==> config.mk <==
export PLATFORM = sky130hd
export DESIGN_NAME = axi4_lite_block_arbiter
export DESIGN_NICKNAME = d
export VERILOG_FILES = /design/src/rtl/axi4_lite_arb_pkg.sv /design/src/rtl/axi4_lite_arb_tag_fifo.sv /design/src/rtl/axi4_lite_block_arbiter.sv
export SDC_FILE = /design/constraint.sdc
export NUM_CORES = 1
export LEC_CHECK = 0
export CAP_MARGIN = 20
export CORE_ASPECT_RATIO = 1.5
export CORE_MARGIN = 1
export CORE_UTILIZATION = 35
export DETAILED_ROUTE_END_ITERATION = 10
export HOLD_SLACK_MARGIN = 0.1
export PLACE_DENSITY = 0.81
export SLEW_MARGIN = 10
export SYNTH_ARGS = -nofsm -noshare
export SYNTH_HDL_FRONTEND = slang
export SYNTH_SLANG_ARGS = --single-unit
==> constraint.sdc <==
create_clock -name clk_i -period 3.1 [get_ports clk_i]
set_input_delay 0.31 -clock clk_i [delete_from_list [all_inputs] [get_ports clk_i]]
set_output_delay 0.31 -clock clk_i [all_outputs]
set_load 0.01 [all_outputs]
==> src/rtl/axi4_lite_arb_pkg.sv <==
// Shared types and round-robin helper for the block-burst arbiter.
package axi4_lite_arb_pkg;

  typedef enum logic [1:0] {
    e_idle  = 2'd0,
    e_issue = 2'd1,
    e_burst = 2'd2
  } state_e;

  localparam int max_req_lp = 32;

  // First asserted index searching last+1, last+2, ... modulo n; returns last if none.
  function automatic int rr_pick(input logic [max_req_lp-1:0] req, input int n, input int last);
    int idx;
    rr_pick = last;
    for (int k = max_req_lp; k >= 1; k--) begin
      if (k <= n) begin
        idx = (last + k) % n;
        if (req[idx[4:0]]) rr_pick = idx;
      end
    end
  endfunction

endpackage

==> src/rtl/axi4_lite_arb_tag_fifo.sv <==
// In-order FIFO of granted requester IDs, consumed by the response path.
module axi4_lite_arb_tag_fifo #(
  parameter int width_p = 2,
  parameter int els_p   = 4
) (
  input  logic               clk_i,
  input  logic               reset_n_i,
  input  logic [width_p-1:0] data_i,
  input  logic               push_i,
  input  logic               pop_i,
  output logic [width_p-1:0] data_o,
  output logic               full_o,
  output logic               empty_o
);

  localparam int ptr_w_lp = (els_p > 1) ? $clog2(els_p) : 1;
  localparam int cnt_w_lp = $clog2(els_p) + 1;

  logic [width_p-1:0]  mem_r [els_p];
  logic [ptr_w_lp-1:0] wr_ptr_r, rd_ptr_r;
  logic [cnt_w_lp-1:0] count_r;
  logic                push_en, pop_en;

  assign full_o  = (count_r == cnt_w_lp'(els_p));
  assign empty_o = (count_r == '0);
  assign push_en = push_i & ~full_o;
  assign pop_en  = pop_i & ~empty_o;
  assign data_o  = empty_o ? '0 : mem_r[rd_ptr_r];

  always_ff @(posedge clk_i) begin
    if (push_en) mem_r[wr_ptr_r] <= data_i;
  end

  always_ff @(posedge clk_i or negedge reset_n_i) begin
    if (!reset_n_i) begin
      wr_ptr_r <= '0;
      rd_ptr_r <= '0;
      count_r  <= '0;
    end else begin
      if (push_en) wr_ptr_r <= wr_ptr_r + 1'b1;
      if (pop_en)  rd_ptr_r <= rd_ptr_r + 1'b1;
      case ({push_en, pop_en})
        2'b10:   count_r <= count_r + 1'b1;
        2'b01:   count_r <= count_r - 1'b1;
        default: count_r <= count_r;
      endcase
    end
  end

endmodule

==> src/rtl/axi4_lite_block_arbiter.sv <==
// Round-robin arbiter granting one requester per block on a shared burst sequencer.
//   state   | meaning
//   e_idle  | no grant; pick next requester if any valid and tag FIFO not full
//   e_issue | grant held, first-beat address presented to sequencer
//   e_burst | first beat accepted, waiting for sequencer done
module axi4_lite_block_arbiter
  import axi4_lite_arb_pkg::*;
#(
  parameter int num_req_p         = 4,
  parameter int axi_addr_width_p  = 28,
  parameter int words_per_block_p = 8,
  parameter int max_outstanding_p = 4,
  localparam int id_width_lp      = $clog2(num_req_p)
) (
  input  logic                                  clk_i,
  input  logic                                  reset_n_i,
  input  logic [num_req_p*axi_addr_width_p-1:0] req_addr_i,
  input  logic [num_req_p-1:0]                  req_v_i,
  output logic [num_req_p-1:0]                  req_ready_and_o,
  output logic [axi_addr_width_p-1:0]           addr_o,
  output logic                                  v_o,
  input  logic                                  ready_and_i,
  input  logic                                  done_i,
  output logic [id_width_lp-1:0]                owner_id_o,
  output logic                                  busy_o,
  output logic [id_width_lp-1:0]                resp_id_o,
  output logic                                  resp_v_o,
  input  logic                                  resp_yumi_i
);

  state_e                  state_r;
  logic [id_width_lp-1:0]  owner_r, rr_last_r, winner;
  logic [max_req_lp-1:0]   req_ext;
  logic                    fifo_full, fifo_empty, push, pop;

  assign req_ext = max_req_lp'(req_v_i);
  assign winner  = id_width_lp'(rr_pick(req_ext, num_req_p, int'(rr_last_r)));

  always_comb begin
    v_o             = 1'b0;
    addr_o          = '0;
    req_ready_and_o = '0;
    if (state_r == e_issue) begin
      addr_o                   = req_addr_i[int'(owner_r)*axi_addr_width_p +: axi_addr_width_p];
      v_o                      = req_v_i[owner_r];
      req_ready_and_o[owner_r] = ready_and_i;
    end
  end

  assign push = (state_r == e_issue) & v_o & ready_and_i;
  assign pop  = resp_yumi_i & ~fifo_empty;

  always_ff @(posedge clk_i or negedge reset_n_i) begin
    if (!reset_n_i) begin
      state_r    <= e_idle;
      owner_r    <= '0;
      rr_last_r  <= id_width_lp'(num_req_p - 1);
      busy_o     <= 1'b0;
      owner_id_o <= '0;
    end else begin
      case (state_r)
        e_idle: begin
          if ((|req_v_i) && !fifo_full) begin
            owner_r    <= winner;
            rr_last_r  <= winner;
            owner_id_o <= winner;
            busy_o     <= 1'b1;
            state_r    <= e_issue;
          end
        end
        e_issue: begin
          if (push) begin
            if (words_per_block_p == 1) begin
              state_r    <= e_idle;
              busy_o     <= 1'b0;
              owner_id_o <= '0;
            end else begin
              state_r <= e_burst;
            end
          end
        end
        e_burst: begin
          if (done_i) begin
            state_r    <= e_idle;
            busy_o     <= 1'b0;
            owner_id_o <= '0;
          end
        end
        default: begin
          state_r    <= e_idle;
          busy_o     <= 1'b0;
          owner_id_o <= '0;
        end
      endcase
    end
  end

  axi4_lite_arb_tag_fifo #(
    .width_p (id_width_lp),
    .els_p   (max_outstanding_p)
  ) tag_fifo (
    .clk_i     (clk_i),
    .reset_n_i (reset_n_i),
    .data_i    (owner_r),
    .push_i    (push),
    .pop_i     (pop),
    .data_o    (resp_id_o),
    .full_o    (fifo_full),
    .empty_o   (fifo_empty)
  );

  assign resp_v_o = ~fifo_empty;

`ifndef SYNTHESIS
  // Protocol misuse by the requesters or the sequencer.
  always @(posedge clk_i) begin
    if (reset_n_i) begin
      if (words_per_block_p > 1) assert (!(done_i && (state_r != e_burst)));
      assert (!(resp_yumi_i && fifo_empty));
      if (state_r == e_issue) assert (req_v_i[owner_r]);
    end
  end
`endif

endmodule

# After elaboration in Yosys (flattened, before gate mapping)
# Memories as Yosys holds them, arrays and structs flattened.
# Cells that the tools add are included.
[totals] wordCells=92 n_memories=1 ramBits=8 inputBits=121 register_bits=16
[classes] mul=1 reduce_logical=14 n_eq_ne=8 shifts=1 order_cmp=6 mux=32 addsub=8 n_bitwise=13
[mem_list] name="tag_fifo.mem_r" depth=4 word_bits=2 rd=1 rd_ports_with_merged_regs=0 wr=1 line="axi4_lite_arb_tag_fifo.sv:19" text="logic [width_p-1:0] mem_r [els_p];"
[ops] cell="112-bit by 8-bit indexed part select with 28-bit output" n=1
[ops] cell="28-bit 2-to-1 mux" n=1
[ops] cell="5-bit by 6-bit less-than comparator with 1-bit output, second input constant" n=4
[ops] cell="2-bit 2-to-1 mux" n=9
[ops] cell="1-bit binary-select mux with 3-bit select" n=4
[ops] cell="2-bit one-hot mux with 3 select lines" n=2
[ops] cell="1-bit 2-to-1 mux" n=11
[ops] cell="2-bit by 1-bit adder with 2-bit output, second input constant" n=4
[ops] cell="2-bit OR reduction" n=4
[ops] cell="3-bit one-hot mux with 2 select lines" n=1
[ops] cell="3-bit AND reduction" n=2
[ops] cell="1-bit bitwise AND" n=5
[ops] cell="2-bit by 3-bit multiplier with 5-bit output, second input constant" n=1
[ops] cell="2-bit adder, second input constant" n=2
[ops] cell="1-bit bitwise AND, first input constant" n=4
[ops] cell="4-bit bitwise AND" n=1
[ops] cell="2-bit by 1-bit equality test with 1-bit output, second input constant" n=2
[ops] cell="2-bit equality test, second input constant" n=2
[ops] cell="4-bit 2-to-1 mux" n=1
[ops] cell="2-bit inequality test, second input constant" n=2
[ops] cell="4-bit OR reduction" n=1
[ops] cell="3-bit by 1-bit adder with 3-bit output, second input constant" n=1
[ops] cell="3-bit equality test, second input constant" n=1
[ops] cell="3-bit logical NOT" n=1
[ops] cell="other kinds (13)" n=16

# Logic depth before layout (Yosys ltp)
# Gate-level depths: netlist of run 1.
[depth] ltp_word=11 mapped_depth=11 depth_no_buf=10

# By module
# From an unflattened synthesis of run 1, not the netlist that was laid out.
[unflattened] cells_unflattened=170 area_unflattened_um2=2143.3
[modules_own_cells] mod="axi4_lite_block_arbiter" instances=1 seq_area_each_um2=227.7 area_per_inst_um2=1420.1 cells_each=121
[modules_own_cells] mod="axi4_lite_arb_tag_fifo" instances=1 seq_area_each_um2=415.4 area_per_inst_um2=723.2 cells_each=49

# Least setup slack after synthesis of run 1
# OpenSTA, ideal clock, no wires.
[synth_timing] path_kind="flip-flop to flip-flop" startpoint="reg owner_r[0]" endpoint="reg tag_fifo.count_r[2]" setup_time_ns=0.079 t_arrival_ns=2.207 t_required_ns=3.021 stages_incl_launch_ff=12 path_slack_ns=0.814 path_buffers=1 synth_period_minus_slack_ns=2.286 cell_sequence="dfrtp_1 > buf_6 > mux4_2 > nand3_2 > nor2_2 > inv_1 > ha_1 > inv_1 > fa_1 > xor2_1 > nor2_1 > xor2_1"
[synth_between] elab_chain_cells=8
[synth_rtl] item="start, declared" line="axi4_lite_block_arbiter.sv:32" text="logic [id_width_lp-1:0] owner_r, rr_last_r, winner;"
[synth_rtl] item="start signal, assigned" line="axi4_lite_block_arbiter.sv:64" text="owner_r <= winner;"
[synth_rtl] item="1-bit binary-select mux with 2-bit select (*)" line="axi4_lite_block_arbiter.sv:45" text="v_o = req_v_i[owner_r];"
[synth_rtl] item="1-bit 2-to-1 mux (implied by the code) (*)" line="axi4_lite_block_arbiter.sv:45"
[synth_rtl] item="1-bit 2-to-1 mux (*)" line="axi4_lite_block_arbiter.sv:43" text="if (state_r == e_issue) begin"
[synth_rtl] item="1-bit bitwise AND (*) (2 in series)" line="axi4_lite_block_arbiter.sv:50" text="assign push = (state_r == e_issue) & v_o & ready_and_i;"
[synth_rtl] item="1-bit bitwise AND (*)" line="axi4_lite_arb_tag_fifo.sv:26" text="assign push_en = push_i & ~full_o;"
[synth_rtl] item="2-bit by 1-bit equality test with 1-bit output or 2-bit equality test (tied branches)" line="axi4_lite_arb_tag_fifo.sv:42" text="case ({push_en, pop_en})"
[synth_rtl] item="3-bit one-hot mux with 2 select lines or 2-bit nonzero test (tied branches)"
[synth_rtl] item="end signal, assigned" line="axi4_lite_arb_tag_fifo.sv:43" text="2'b10: count_r <= count_r + 1'b1;"
[synth_rtl] item="end signal, assigned" line="axi4_lite_arb_tag_fifo.sv:44" text="2'b01: count_r <= count_r - 1'b1;"
[synth_rtl] item="end signal, assigned" line="axi4_lite_arb_tag_fifo.sv:45" text="default: count_r <= count_r;"
[synth_rtl] item="end, declared" line="axi4_lite_arb_tag_fifo.sv:21" text="logic [cnt_w_lp-1:0] count_r;"
# Mark *: on every way between the ends. The rest lies on a longest branch, timed or not. The select of a mux whose other input is x is not followed.
# A chain may end at the register's enable or synchronous reset.

# Final worst setup path of run 1
[layout_timing] startpoint="reg owner_r[0]" endpoint="out addr_o[16]"
[layout_between] elab_chain_cells=3
[layout_rtl] item="2-bit by 3-bit multiplier with 5-bit output" line="axi4_lite_block_arbiter.sv:44" text="addr_o = req_addr_i[int'(owner_r)*axi_addr_width_p +: axi_addr_width_p];"
[layout_rtl] item="112-bit by 8-bit indexed part select with 28-bit output" line="axi4_lite_block_arbiter.sv:44"
[layout_rtl] item="28-bit 2-to-1 mux" line="axi4_lite_block_arbiter.sv:43"
[layout_rtl] item="end, declared" line="axi4_lite_block_arbiter.sv:20" text="output logic [axi_addr_width_p-1:0] addr_o,"
# Every way passes these cells.

==> results of run 1 <==
worst register-to-register path: stages, from the launching register on:
cell     delay (ns)
dfrtp_2        0.55
mux4_2         0.60
nand3_2        0.11
nor2_2         0.08
inv_1          0.08
ha_1           0.17
inv_1          0.06
fa_1           0.37
xor2_1         0.15
nor2_1         0.11
xor2_1         0.15
area by class of cell:
class                      instances  share of cell area, %
multi-input combinational        134                   36.5
clock buffer                       4                   1.17
inverter                          11                   1.07
tap                               72                   2.34
sequential                        24                   16.7
timing repair buffer             162                   42.2
sequential cells by signal (all words and copies together) (netlist names):
| name | flops |
|---|---|
| tag_fifo.rd_ptr_r | 2 |
| busy_o | 1 |
| tag_fifo.mem_r | 8 |
| owner_id_o | 2 |
| tag_fifo.wr_ptr_r | 2 |
| state_r | 2 |
| owner_r | 2 |
| rr_last_r | 2 |
| tag_fifo.count_r | 3 |
how the worst max path moves through the flow:
stage / startpoint / to / slack (ns) / depth (start not counted)
final: owner_r[0] / addr_o[16] / 0.51 / 4
after global routing: owner_r[0] / addr_o[27] / 0.37 / 4
after CTS: owner_r[0] / addr_o[2] / 0.47 / 4
after detailed placement: req_v_i[3] / tag_fifo.count_r[2] / 0.32 / 11
after global placement: req_v_i[3] / tag_fifo.count_r[2] / 0.38 / 11
after floorplan: owner_r[0] / tag_fifo.count_r[2] / 0.81 / 11
per-layer routing:
layer | vias up | routed length (um) | global-route usage [%] | share of wire, %
met2 | 108 | 3960 | 42.8 | 53
li1 | 980 | - | - | -
met3 | 8 | 681 | 5.61 | 9.2
met4 | 0 | 116 | 4.91 | 1.6
met5 | - | 0 | 0 | 0
met1 | 1021 | 2660 | 26.3 | 36
power breakdown:
group	total (uW)	internal, uW	switching (uW)	leakage (uW)
Sequential	637	476	161	0.000256
Combinational	2140	1290	857	0.00116
Clock	182	91.5	90.8	0.0000228
cell families after synthesis:
logic type | count (synthesis) | synth area share [%]
compound gates | 16 | 4.95
simple gates | 73 | 20.6
buf+inv | 23 | 4.54
xor+xnor | 6 | 2.45
flops | 24 | 29.9
fa+ha+maj | 6 | 3.84
mux | 33 | 33.7
synthesized netlist by cell type:
| cell type | n |
|---|---|
| and2_1 | 36 |
| mux4_2 | 31 |
| dfrtp_1 | 14 |
| inv_1 | 11 |
| edfxtp_1 | 8 |
| nand2_1 | 8 |
| nor2_1 | 7 |
| nor3_1 | 6 |
| a21oi_1 | 5 |
| clkbuf_1 | 5 |
| ha_1 | 5 |
| buf_1 | 3 |
| buf_2 | 3 |
| nand3_1 | 3 |
| nor2b_1 | 3 |
| o21ai_0 | 3 |
| xnor2_1 | 3 |
| xor2_1 | 3 |
| dfstp_2 | 2 |
| nand2b_1 | 2 |
| o311ai_0 | 2 |
| a211o_1 | 1 |
| a21o_1 | 1 |
| a22o_1 | 1 |
| a311oi_1 | 1 |
| buf_6 | 1 |
| fa_1 | 1 |
| mux2_4 | 1 |
| mux2i_1 | 1 |
| nand3_2 | 1 |
| nor2_2 | 1 |
| nor3b_1 | 1 |
| nor3b_2 | 1 |
| nor4_2 | 1 |
| nor4_4 | 1 |
| nor4b_1 | 1 |
| o21a_1 | 1 |
| o31ai_1 | 1 |
| or3_1 | 1 |
metrics by stage:
| step | total power, uW | std cells | setup WS, ns | utilization (%) |
|---|---|---|---|---|
| 2_1_floorplan | 1880 | 181 | 0.814 | - |
| 3_3_place_gp | 2770 | 403 | 0.380 | 64.9 |
| 3_5_place_dp | 2810 | 403 | 0.317 | 64.9 |
| 4_1_cts | 3000 | 407 | 0.472 | 65.7 |
| 5_1_grt | 3210 | 407 | 0.373 | 65.7 |
| 6_report | 2960 | 407 | 0.506 | 65.7 |
==> results.cfg, run 1 <==
[outcome]
run_status = finished, final reports clean

[cts]
post-cts-setup-buffers = 0
clk_pin_slew_ns = 0.08
clk_latency_ns = 0.26
clock-sinks = 24
hold_buffers = 0
cts.path.max_buffers = 2
cts_htree_levels = 1
cts_tree = yes
numCtsBuffers = 3
cts_resized = 0
ctsRootBufferMaster = clkbuf_8

[worst_setup_path]
crit_chain = buf_12, mux4_2, and2_1, clkdlybuf4s50_1
worst-endpoint-arrival_ns = 2.28
reg2reg_from = owner_r[0]
reg2reg_to = tag_fifo.count_r[2]
cp-start-kind = register
crit_path_end_kind = output port
path_delay_family = buffers and inverters
critPathSlowestCell = dfrtp_2
crit_buf_inv = 2
path_class = reg2out
ff2ff_path_depth = 10
path_max_fanout = 28
crit_required_ns = 2.79
max_stage_delay_ns = 0.55
reg2reg_slack_ns = 0.60

[synth]
synth_fp_nets = 308
synth_top_area_cell = mux4_2
netlist.area_leader.share_pct = 32.5
synth.area.top_cells = mux4_2, dfrtp_1, edfxtp_1
ys_seq_elements = 24
syn_area_per_cell_um2 = 11.9
synth.distinct_cells = 39
netlist_area_mm2 = 0.00215
synth_cells = 181
ys.warnings.count = 0
ys_seq_area_share_pct = 29.9

[sta]
worstMarginPinSlew_ns = 0.706
finClkSkew_ns = 0.00880
rsz0062_at_grt = false
setup_viol = 0
fmax_mhz = 386
period_needed_ns = 2.59
setup_tns_ns = 0
period_share_pct = 83.7
slew_viol_final = 0
slew_headroom_pct = 52.8
hold_viol = 0
whs_ns = 0.469

[finish]
regArea_um2 = 644
drive_gt1_share_pct = 13.7
final_common_cell = clkdlybuf4s50_1
finalInstanceArea_mm2 = 0.00385
layout_common_cells = clkdlybuf4s50_1, and2_1, mux4_2
fill_cells = 499
multi_input_area_mm2 = 0.00141
diodes = 0
syn2layout_area_growth_pct = 79.4
final_nets = 463

[routing]
routed_wl_um = 7420
wl_per_cell_um = 18.2
drtAntennaViolNets = 0
viasPerCell = 5.20
first_pass_iters = 4
num_vias = 2117
drcViolationCount = 0
drt_iter0_drc = 54

[global_route]
grt_pass1_wl_um = 11400
antenna_found_initial = 0
grt_max_degree = 36
grt_pass1_vias = 2187
grt_overflow = 0
grt_use_total_pct = 23.2

[floorplan]
rows = 34
dieHeight_um = 98.0
die_area_mm2 = 0.00646
die_w_um = 66.0
ios = 160
start_util_pct = 36.6
core_area_mm2 = 0.00587

[flow_run]
drv_cap = 0

[placement]
place_area_mm2 = 0.00381
port_buffers = 159
dpl.hpwl_um = 6130
gp_congestion = 0.733

[power]
p_per_area_mw_per_mm2 = 768
power.leakage_uw = 0.00144
peakVddDrop_mv = 0.585

[worst_hold_path]
hold_path.class = in2async
Power figures use the tool's default switching activity.
==> run 2: changes to the inputs <==
--- a/config.mk
+++ b/config.mk
@@ -8,10 +8,10 @@
 export CAP_MARGIN = 20
 export CORE_ASPECT_RATIO = 1.5
 export CORE_MARGIN = 1
-export CORE_UTILIZATION = 35
+export CORE_UTILIZATION = 31
 export DETAILED_ROUTE_END_ITERATION = 10
 export HOLD_SLACK_MARGIN = 0.1
-export PLACE_DENSITY = 0.81
+export PLACE_DENSITY = 0.76
 export SLEW_MARGIN = 10
 export SYNTH_ARGS = -nofsm -noshare
 export SYNTH_HDL_FRONTEND = slang
==> constraint.sdc (replaced) <==
create_clock -name clk_i -period 2.2 [get_ports clk_i]
set_input_delay 0.22 -clock clk_i [delete_from_list [all_inputs] [get_ports clk_i]]
set_output_delay 0.22 -clock clk_i [all_outputs]
set_load 0.01 [all_outputs]
==> run 2 against run 1 <==
  * The flow now finishes with violations (setup timing)
  * Core utilization is 5.0 points lower
  * Clock skew down 0.0041 ns
  * Non-clock buffer count grew 14
  * Clock-buffer cell count is 1 lower
  * Die area rose by 13%
  * Combinational power increased by 46%
  * Via count up 2.1%
  * Critical endpoint is now addr_o[0]
==> results.cfg, run 2 (same netlist as run 1, synthesis figures left out) <==
[outcome]
run_status = finished with violations
violations = setup timing

[sta]
slew_headroom_pct = 53.3
slew_viol_final = 0
fmax_mhz = 441
setup_ws_ns = -0.0685
period_share_pct = 103
finClkSkew_ns = 0.00469
hold_viol = 0
setup_viol = 15
rsz0062_at_grt = true
period_needed_ns = 2.27
worstMarginPinSlew_ns = 0.699

[cts]
cts_tree = yes
clock-sinks = 24
cts_htree_levels = 1
ctsRootBufferMaster = clkbuf_8
hold_buffers = 0
numCtsBuffers = 3
clk_pin_slew_ns = 0.08
clk_latency_ns = 0.26
cts.path.max_buffers = 2

[routing]
routed_wl_um = 7530
drt_iter0_drc = 76
wl_per_cell_um = 17.7
num_vias = 2162
drcViolationCount = 0
viasPerCell = 5.09
drtAntennaViolNets = 0
first_pass_iters = 4

[global_route]
antenna_found_initial = 0
grt_overflow = 0
grt_pass1_wl_um = 11400
grt_max_degree = 36
grt_use_total_pct = 20.0
grt_pass1_vias = 2192

[power]
p_per_area_mw_per_mm2 = 1060
peakVddDrop_mv = 0.726
power.leakage_uw = 0.00159

[finish]
layout_common_cells = clkdlybuf4s50_1, and2_1, mux4_2
final_common_cell = clkdlybuf4s50_1
fill_cells = 582
top_register = tag_fifo.mem_r
top_regs = tag_fifo.mem_r x8, tag_fifo.count_r x3
final_nets = 477
largest_reg_flops = 8
syn2layout_area_growth_pct = 85.8
drive_gt1_share_pct = 18.6
diodes = 0
final_util_pct = 60.7

[worst_setup_path]
crit_required_ns = 1.98
ff2ff_path_depth = 10
crit_path_end_kind = output port
path_class = reg2out
critPathLaunch = owner_r[0]
reg2reg_from = owner_r[0]
reg2reg_to = tag_fifo.count_r[2]
reg2reg_slack_ns = -0.04
cp-start-kind = register
worst-endpoint-arrival_ns = 2.05
endpoint = addr_o[0]
path_max_fanout = 7

[placement]
dpl.hpwl_um = 6260
gp_congestion = 0.807
dp_slack_ns = -0.235
port_buffers = 159

[floorplan]
die_w_um = 70.0
ios = 160
core_area_mm2 = 0.00658
start_util_pct = 32.7
rows = 36
dieHeight_um = 104
die_area_mm2 = 0.00727

[flow_run]
drv_cap = 0

[worst_hold_path]
hold_path.class = in2async
[run 2: changes by cell type in the layout (fill, tap and decap cells not counted), sizes merged]
| cell | delta |
|---|---|
| clkdlybuf4s50 | -15 |
| clkbuf | -1 |
| clkinv | +1 |
| dlymetal6s2s | +2 |
| buf | +14 |
| dlygate4sd2 | +13 |
[run 2: final cells by class]
type | count | area [um^2] | share of cell area (%)
Tap cell | 76 | 95.1 | 2.38
Timing Repair Buffer | 176 | 1740 | 43.7
Clock inverter | 1 | 3.75 | 0.0940
Clock buffer | 3 | 41.3 | 1.03
Sequential cell | 24 | 646 | 16.2
Inverter | 11 | 41.3 | 1.03
Multi-Input combinational cell | 134 | 1420 | 35.6
[run 2: routing by layer]
metal	routed length, um	global-route usage [%]
met1	2790	22.6
met2	3880	36.3
met3	626	4.46
met4	242	7.43
met5	0	0
[run 2: power by group]
part / total, uW / switching [uW] / internal [uW] / leakage [uW]
Sequential: 872 / 198 / 673 / 0.000256
Combinational: 3120 / 1270 / 1860 / 0.00131
Clock: 253 / 129 / 124 / 0.0000231
Total: 4250 / 1590 / 2660 / 0.00159
[run 2: how the worst min path moves through the flow]
| stage | to |
|---|---|
| 2_1_floorplan | busy_o |
| 4_1_cts | state_r[0] |
| 5_1_grt | busy_o |
| 3_3_place_gp | tag_fifo.count_r[2] |
| 3_5_place_dp | tag_fifo.count_r[2] |
| 6_report | busy_o |
[run 2: stage by stage]
step	hold slack [ns]	instances	setup TNS (ns)	cell area [um^2]	power, uW
global placement	0.464	419	-0.237	3910	4010
floorplan	-0.0756	181	-0.0448	2150	2650
CTS	0.402	424	-1.23	3970	4290
detailed placement	0.480	419	-0.337	3910	4060
finish	0.379	425	-0.746	3990	4250
global route	0.443	425	-2.18	3990	4580
[run 2: what timing repair did]
action / 4_1_cts / 5_1_grt
endpoints found under the setup margin: 31 / 22
pin swaps: 1 / 0
cloned: 0 / 0
buffers inserted: 1 / 1
gates resized for setup: 21 / 4
[run 2: critical path, cell delays in order, from the launching register on]
cell and delay, ns:
dfrtp_2 0.46, buf_6 0.18, mux4_2 0.49, and2_1 0.17, clkdlybuf4s50_1 0.50
